File: src/rtl/fir_pkg.sv
// Shared constants, phase encoding and coefficient types for the symmetric
// complex FIR sequencer.
package fir_pkg;

  localparam int unsigned NLANE  = 5;
  localparam int unsigned NTAP_U = 15;
  localparam int unsigned CW     = 27;
  localparam int unsigned LAT    = 4;
  localparam int unsigned TAPW   = 4;

  typedef enum logic [1:0] {
    PH0  = 2'd0,
    PH1  = 2'd1,
    PH2  = 2'd2,
    IDLE = 2'd3
  } phase_e;

  typedef struct packed {
    logic signed [CW-1:0] i;
    logic signed [CW-1:0] q;
  } coef_t;

  typedef struct packed {
    logic   valid;
    phase_e phase;
  } pipe_t;

  // Unique tap feeding a lane in a given phase; meaningless for IDLE.
  function automatic logic [TAPW-1:0] tap_of(input phase_e ph, input int unsigned lane);
    return TAPW'(ph) * TAPW'(NLANE) + TAPW'(lane);
  endfunction

endpackage

File: src/rtl/fir_coef_bank.sv
// Double-buffered coefficient store: writes land in shadow, a swap copies
// shadow to active when dirty, and the five lanes read active by phase.
module fir_coef_bank
  import fir_pkg::*;
(
  input  logic                clk,
  input  logic                rst,
  input  logic                wr_en,
  input  logic [4:0]          wr_addr,
  input  coef_t               wr_data,
  input  logic                swap,
  input  phase_e              rd_phase,
  output logic [NLANE*CW-1:0] lane_i,
  output logic [NLANE*CW-1:0] lane_q
);

  coef_t shadow_q [NTAP_U];
  coef_t shadow_d [NTAP_U];
  coef_t active_q [NTAP_U];
  coef_t active_d [NTAP_U];
  logic  dirty_q, dirty_d;
  logic  wr_ok;

  // Swap copies the pre-write shadow; a coincident write keeps dirty set.
  always_comb begin
    wr_ok    = wr_en && (wr_addr < 5'(NTAP_U));
    shadow_d = shadow_q;
    active_d = active_q;
    dirty_d  = dirty_q;
    if (swap && dirty_q) begin
      active_d = shadow_q;
      dirty_d  = 1'b0;
    end
    if (wr_ok) begin
      shadow_d[wr_addr[3:0]] = wr_data;
      dirty_d                = 1'b1;
    end
  end

  always_ff @(posedge clk) begin
    if (rst) begin
      shadow_q <= '{default: '0};
      active_q <= '{default: '0};
      dirty_q  <= 1'b0;
    end else begin
      shadow_q <= shadow_d;
      active_q <= active_d;
      dirty_q  <= dirty_d;
    end
  end

  always_comb begin
    lane_i = '0;
    lane_q = '0;
    if (rd_phase != IDLE) begin
      for (int unsigned k = 0; k < NLANE; k++) begin
        lane_i[k*CW +: CW] = active_q[tap_of(rd_phase, k)].i;
        lane_q[k*CW +: CW] = active_q[tap_of(rd_phase, k)].q;
      end
    end
  end

endmodule

File: src/rtl/fir_sched_ctrl.sv
// Phase sequencer for the 29-tap symmetric complex FIR: FIFO/shift control,
// per-phase lane coefficients, and latency-aligned accumulator/output strobes.
module fir_sched_ctrl
  import fir_pkg::*;
(
  input  logic                       Clk,
  input  logic                       Reset,
  input  logic                       FifoEmpty,
  output logic                       FifoRd,
  output logic                       ShiftEn,
  output logic [1:0]                 Phase,
  output logic                       CenterSel,
  input  logic                       PushCoef,
  input  logic [4:0]                 CoefAddr,
  input  logic signed [CW-1:0]       CoefI,
  input  logic signed [CW-1:0]       CoefQ,
  output logic [NLANE*CW-1:0]        LaneCoefI,
  output logic [NLANE*CW-1:0]        LaneCoefQ,
  output logic                       AccLoad,
  output logic                       AccEn,
  output logic                       PushOut
);

  phase_e state_q, state_d;
  pipe_t  pipe_q [LAT];
  pipe_t  pipe_d [LAT];
  logic   push_q, push_d;
  coef_t  wr_coef;
  logic   swap;

  always_ff @(posedge Clk) begin
    if (Reset) state_q <= IDLE;
    else       state_q <= state_d;
  end

  always_comb begin
    state_d = state_q;
    case (state_q)
      IDLE:    if (!FifoEmpty) state_d = PH0;
      PH0:     state_d = PH1;
      PH1:     state_d = PH2;
      PH2:     state_d = FifoEmpty ? IDLE : PH0;
      default: state_d = IDLE;
    endcase
  end

  always_comb begin
    FifoRd    = (state_q == PH0);
    ShiftEn   = (state_q == PH0);
    Phase     = state_q;
    CenterSel = (state_q == PH2);
    AccLoad   = pipe_q[LAT-1].valid && (pipe_q[LAT-1].phase == PH0);
    AccEn     = pipe_q[LAT-1].valid && (pipe_q[LAT-1].phase != PH0);
    PushOut   = push_q;
  end

  always_comb begin
    pipe_d[0].valid = (state_q != IDLE);
    pipe_d[0].phase = state_q;
    for (int unsigned s = 1; s < LAT; s++) begin
      pipe_d[s] = pipe_q[s-1];
    end
    push_d = pipe_q[LAT-1].valid && (pipe_q[LAT-1].phase == PH2);
  end

  always_ff @(posedge Clk) begin
    if (Reset) begin
      pipe_q <= '{default: '0};
      push_q <= 1'b0;
    end else begin
      pipe_q <= pipe_d;
      push_q <= push_d;
    end
  end

  // Every entry into PH0 is a sample boundary, so that is where banks swap.
  always_comb begin
    wr_coef.i = CoefI;
    wr_coef.q = CoefQ;
    swap      = (state_d == PH0);
  end

  fir_coef_bank u_bank (
    .clk      (Clk),
    .rst      (Reset),
    .wr_en    (PushCoef),
    .wr_addr  (CoefAddr),
    .wr_data  (wr_coef),
    .swap     (swap),
    .rd_phase (state_q),
    .lane_i   (LaneCoefI),
    .lane_q   (LaneCoefQ)
  );

endmodule

File: config.mk
export PLATFORM = sky130hd
export DESIGN_NAME = fir_sched_ctrl
export DESIGN_NICKNAME = d
export VERILOG_FILES = /design/src/rtl/fir_pkg.sv /design/src/rtl/fir_coef_bank.sv /design/src/rtl/fir_sched_ctrl.sv
export SDC_FILE = /design/constraint.sdc
export NUM_CORES = 2
export LEC_CHECK = 0
export CORE_ASPECT_RATIO = 0.9
export CORE_MARGIN = 10
export CORE_UTILIZATION = 60
export DETAILED_ROUTE_END_ITERATION = 10
export PLACE_DENSITY = 0.79
export SYNTH_ARGS = -nofsm -noshare
export SYNTH_HDL_FRONTEND = slang
export SYNTH_SLANG_ARGS = --single-unit
File: constraint.sdc
create_clock -name Clk -period 4.2 [get_ports Clk]
set_input_delay 0.42 -clock Clk [delete_from_list [all_inputs] [get_ports Clk]]
set_output_delay 0.42 -clock Clk [all_outputs]
set_load 0.01 [all_outputs]
After elaboration in Yosys (flattened, before gate mapping)
Cells that the tools add are included.

word-level totals
  bits in registers = 1636
  latch bits = 0
  bits in writable memories = 0
  memory bits (read-only) = 0
  output and inout port bits = 278
  logic and storage cells = 131
  memories kept = 0

operators by class
  add/subtract/negate cells = 4
  multiply operators = 1
  div/mod/pow operators = 0
  $lt $le $gt $ge = 8
  eq/ne operators = 5
  shift operators = 0
  multiplexer cells = 25
  bitwise logic cells = 6
  reduce and logical (&&, ||, !) cells = 11

operators by type and width
  cell                                                                  count
  54-bit binary-select mux with 4-bit select                            5
  810-bit bitwise mux                                                   1
  54-bit two-way mux                                                    11
  135-bit two-way mux                                                   2
  54-bit demux with 4-bit select                                        1
  5-bit >= comparator, second input constant                            6
  4-bit inverter with 5-bit output                                      6
  4-bit by 2-bit adder with 4-bit output, second input constant         2
  2-bit one-hot mux with 4 select lines                                 1
  2-bit == test, second input constant                                  3
  1-bit logical AND                                                     6
  2-bit zero test                                                       3
  5-bit by 1-bit < comparator with 1-bit output, second input constant  1
  5-bit by 4-bit < comparator with 1-bit output, second input constant  1
  4-bit by 1-bit adder with 4-bit output, second input constant         1
  4-bit by 3-bit adder with 4-bit output, second input constant         1
  2-bit by 3-bit multiplier with 4-bit output, second input constant    1
  2-bit two-way mux                                                     2
  2-bit nonzero test                                                    2
  2-bit by 1-bit == test with 1-bit output, second input constant       1
  1-bit two-way mux                                                     2
  2-bit inequality test, second input constant                          1

Depth between registers and ports, before layout
  depth after elaboration = 7
  mapped depth = 14
  gate-level depth less buffers = 6

Modules after synthesis
Synthesis repeated with hierarchy kept, for this count alone.

unflattened totals
  cells, all modules = 9564
  area total of the unflattened synthesis = 77122.7 sq um

modules (own cells, without submodules)
  module          times used  cells an instance  area each (sq um)  seq. area each (sq um)
  fir_coef_bank   1           9523               76651.0            32451.1
  fir_sched_ctrl  1           41                 471.7              300.3

Least setup slack after synthesis
Ideal clock, no wire load.

  path kind = reg2out
  start = register state_q[0], in the netlist Phase[0]
  end = output LaneCoefI[41]
  data arrival time = 3034 ps
  slack = 746 ps
  stages on the path, launching flop included = 14
  buffers on the path = 7
  path through = dfxtp_1 -> buf_2 -> buf_2 -> inv_1 -> clkbuf_1 -> clkbuf_1 -> ha_1 -> buf_4 -> nor2_1 -> and2_1 -> buf_2 -> clkbuf_1 -> a221oi_1 -> o22ai_1

between the ends
  cells in the longest elaborated chain, start to end = 7
  elaborated cells between the ends (all ways) = 8
  those cells by class = add/sub: 1; mul: 1; eq/ne: 1; mux: 4; bitwise: 1

RTL lines
  item                                                    RTL line              source
  start, declared                                         fir_sched_ctrl.sv:24  phase_e state_q, state_d;
  start signal, assigned                                  fir_sched_ctrl.sv:33  else state_q <= state_d;
  2-bit by 3-bit multiplier with 4-bit output             fir_pkg.sv:30         return TAPW'(ph) * TAPW'(NLANE) + TAPW'(lane);
  4-bit by 1-bit adder with 4-bit output                  fir_pkg.sv:30
  4-bit inverter with 5-bit output (not written as such)  fir_coef_bank.sv:57   lane_i[k*CW +: CW] = active_q[tap_of(rd_phase, k)].i;
  54-bit binary-select mux with 4-bit select              fir_coef_bank.sv:57
  54-bit two-way mux (not written as such) (2 in series)  fir_coef_bank.sv:57
  135-bit two-way mux (*)                                 fir_coef_bank.sv:55   if (rd_phase != IDLE) begin
  end, declared                                           fir_sched_ctrl.sv:17  output logic [NLANE*CW-1:0] LaneCoefI,

Mark *: on every way between the ends. The rest lies on a longest branch, timed or not. The select of a mux whose other input is x is not followed.

Worst setup path after layout
  start = register state_q[0], in the netlist Phase[0]
  end = output LaneCoefQ[73]

between the ends
  cells in the longest elaborated chain, start to end = 7
  elaborated cells between the ends (all ways) = 8
  those cells by class = add/sub: 1; mul: 1; eq/ne: 1; mux: 4; bitwise: 1

RTL lines
  item                                                    RTL line              source
  2-bit by 3-bit multiplier with 4-bit output             fir_pkg.sv:30
  4-bit by 2-bit adder with 4-bit output                  fir_pkg.sv:30
  4-bit inverter with 5-bit output (not written as such)  fir_coef_bank.sv:58   lane_q[k*CW +: CW] = active_q[tap_of(rd_phase, k)].q;
  54-bit binary-select mux with 4-bit select              fir_coef_bank.sv:58
  54-bit two-way mux (2 in series)                        --
  135-bit two-way mux (*)                                 fir_coef_bank.sv:55
  end, declared                                           fir_sched_ctrl.sv:18  output logic [NLANE*CW-1:0] LaneCoefQ,

Marks and branches as above.

==> metrics.txt <==
CTS Buf Count=164; FF+latch count, synth=1636; Pwr Total=35.0 mW; min setup slack post-route=-67.0 ps; num rows=124; Slew HR=0.241; Max Cap Viol=0; share of post-route cells with drive strength above 1=0.111; 1st-iter DRT viols=12800; Gate Count Post-Synth=9298; clk buf depth=3; crit path DAT=3850 ps; Via-to-Cell Ratio=6.69; synthesis-to-finish area growth=14.8%; routed wirelength normalized by instance count=26.4 µm; Max Slew Vio Count=0; worst min path class=primary input to flip-flop; failing checks=negative setup slack; Post-Place Cells=10700; Tmin final=4270 ps; Worst Path Max Fanout=21; die width=397 µm; H-tree Lvls=4; global-route wire length before repair=427000 µm; overall routing resource usage=0.385; Antenna Nets Post-Route=0; most common cell after layout, fill and taps aside=nand2_1; Synth area leaders=dfxtp_1, nand2_1, mux4_2, a21oi_1, mux2i_1; worst-margin pin slew=1140 ps; nets@finish=9241; DRC viols=0; slowest stage cell on the critical path=clkdlybuf4s50_1; routability congestion estimate=0.918; vias in the first global route=68000; status=complete, but fails checks; pin count of the biggest net entering global routing=220; Async S/R FF share, synth=0; Final HPWL DP=162000 µm; Synth Area per Inst=8.25 µm²; f_max=234 MHz; Critical Path Source Type=flip-flop; EDFF count, synth=0; Synth top area share=0.427; die span in y=359 µm; Tcrit/Tclk final=1.02; Clk pin slew, worst setup/hold paths=60 ps; Core Box Area=127000 µm²; RSZ-0062 raised after global routing=true; Setup crit end kind=output pin; sequential element share of the synthesized area=0.427; final wirelength=291000 µm; most frequent CP cell=buf_12; I/O pin total=341; Leak=28.9 nW; Setup Crit Path Kind=flip-flop to output pin; Layout Cells excl Fill=11000; Skew-Pair Late Insertion Delay=840 ps; Layout Utilization=0.693; die area=143000 µm²; clock root buffer=clkbuf_16; gr ovfl total=0; Final Hold Violating Endpoints=0; initial antenna violation count=27; most frequent cells in the layout=nand2_1, a21oi_1, dfxtp_1; Starting Density=0.604; count of cell types in the netlist=42; 1st-pass router iterations=8; Peak VDD IR=0.365 mV; worst path required time=3780 ps; via count=73700; predominant post-synthesis flop cell=dfxtp_1; Setup Viol. Count Final=5; CP peak stage delay=660 ps; Post-Route Skew=39.7 ps; Syn Nets=9366; Cell Area, Synth=76700 µm²; Pwr Density=398 nW/µm²; area leader, netlist=dfxtp_1; buffers added on ports=340; cells along the critical path=inv_1 > buf_12 > ha_4 > buf_12 > bufbuf_16 > nand2b_1 > o22ai_1 > nor3_1 > clkdlybuf4s50_1; CTS tree=built; synth warn=0; clock sinks=1636
## timing repair
| action | 4_1_cts | 5_1_grt |
|---|---|---|
| gates cloned | 11 | 3 |
| gates resized for setup | 80 | 33 |
| hold buffers | 0 | 0 |
| endpoints found under the hold margin | 0 | 0 |
| buffers inserted | 30 | 9 |
| endpoints found under the setup margin | 179 | 73 |
| pin swaps | 5 | 0 |
## synth_stat cells, types with 63 or more instances
cell,instances
mux4_2,374
a22oi_1,155
buf_2,225
mux2_2,64
a21oi_1,1676
o211ai_1,94
a221oi_1,63
nor2_1,235
clkbuf_1,599
nand2_1,3358
o22ai_1,113
dfxtp_1,1636
mux2i_1,539
## critical path, delay by kind of cell (launching register included)
kind,cells,cell delay (ps)
AOI/OAI and AO/OA,1,130
adders and majority gates,1,230
buffers and inverters,5,1430
DFF,1,350
and+or+nand+nor,2,870
## cells by family (layout without fill, tap and decap cells)
group | after synthesis | in the layout | synth area share
buffers and inverters | 872 | 878 | 0.0473
muxes | 977 | 977 | 0.190
adders and majority gates | 5 | 5 | 0.000816
and+or+nand+nor | 3697 | 3699 | 0.184
DFF | 1636 | 1636 | 0.427
AOI/OAI and AO/OA | 2111 | 2111 | 0.151
other | 0 | 17 | 0
## through the flow
step / hold WS, ps / area (µm²) / worst slack, ps / setup TNS [ps]
floorplan: 414 / 76700 / 746 / 0
global placement: 424 / 81200 / 169 / 0
detailed placement: 428 / 81200 / 150 / 0
CTS: 26.9 / 87700 / 13.8 / 0
global route: 71.8 / 88000 / -37.6 / -91.9
finish: 27.3 / 88000 / -67.0 / -157
## worst paths after layout
check	slack, ps	startpoint	cells past startpoint	endpoint
setup reg to reg	1570	Phase[1]	8	u_bank.active_q[313]
setup / recovery	-70	Phase[0]	9	LaneCoefQ[73]
hold / removal	30	Reset	2	u_bank.shadow_q[381]
hold reg to reg	430	u_bank.shadow_q[571]	2	u_bank.active_q[571]
## flip-flops by register name, indices dropped and copies added (netlist names)
| signal | count |
|---|---|
| u_bank.dirty_q | 1 |
| Phase | 2 |
| u_bank.active_q | 810 |
| u_bank.shadow_q | 810 |
| pipe_d | 9 |
| PushOut | 1 |
| pipe_q | 3 |
## power by group
part | internal (mW) | leakage, nW | switching (mW) | total, mW
sequential | 15.6 | 13.2 | 0.0409 | 15.6
clock | 8.86 | 2.75 | 6.50 | 15.4
combinational | 1.34 | 12.9 | 2.68 | 4.02
total | 25.8 | 28.9 | 9.22 | 35.0
## layer usage
metal / wire (µm) / global-route usage / vias to the layer above / part of all wire
li1: - / - / 31600 / -
met1: 102000 / 0.493 / 35000 / 0.35
met2: 123000 / 0.549 / 5776 / 0.42
met3: 44600 / 0.126 / 1341 / 0.15
met4: 21400 / 0.262 / 24 / 0.074
met5: 185 / 0.00240 / - / 0.00064
## area by class of cell
class | instances | area [µm²]
Antenna cell | 17 | 42.5
Clock buffer | 229 | 4720
Clock inverter | 70 | 861
Fill cell | 9657 | 39000
Inverter | 4 | 15.0
Multi-Input combinational cell | 6792 | 41000
Sequential cell | 1636 | 32800
Tap cell | 1701 | 2130
Timing Repair Buffer | 575 | 6560
No activity file was read; power rests on OpenSTA's default activity.
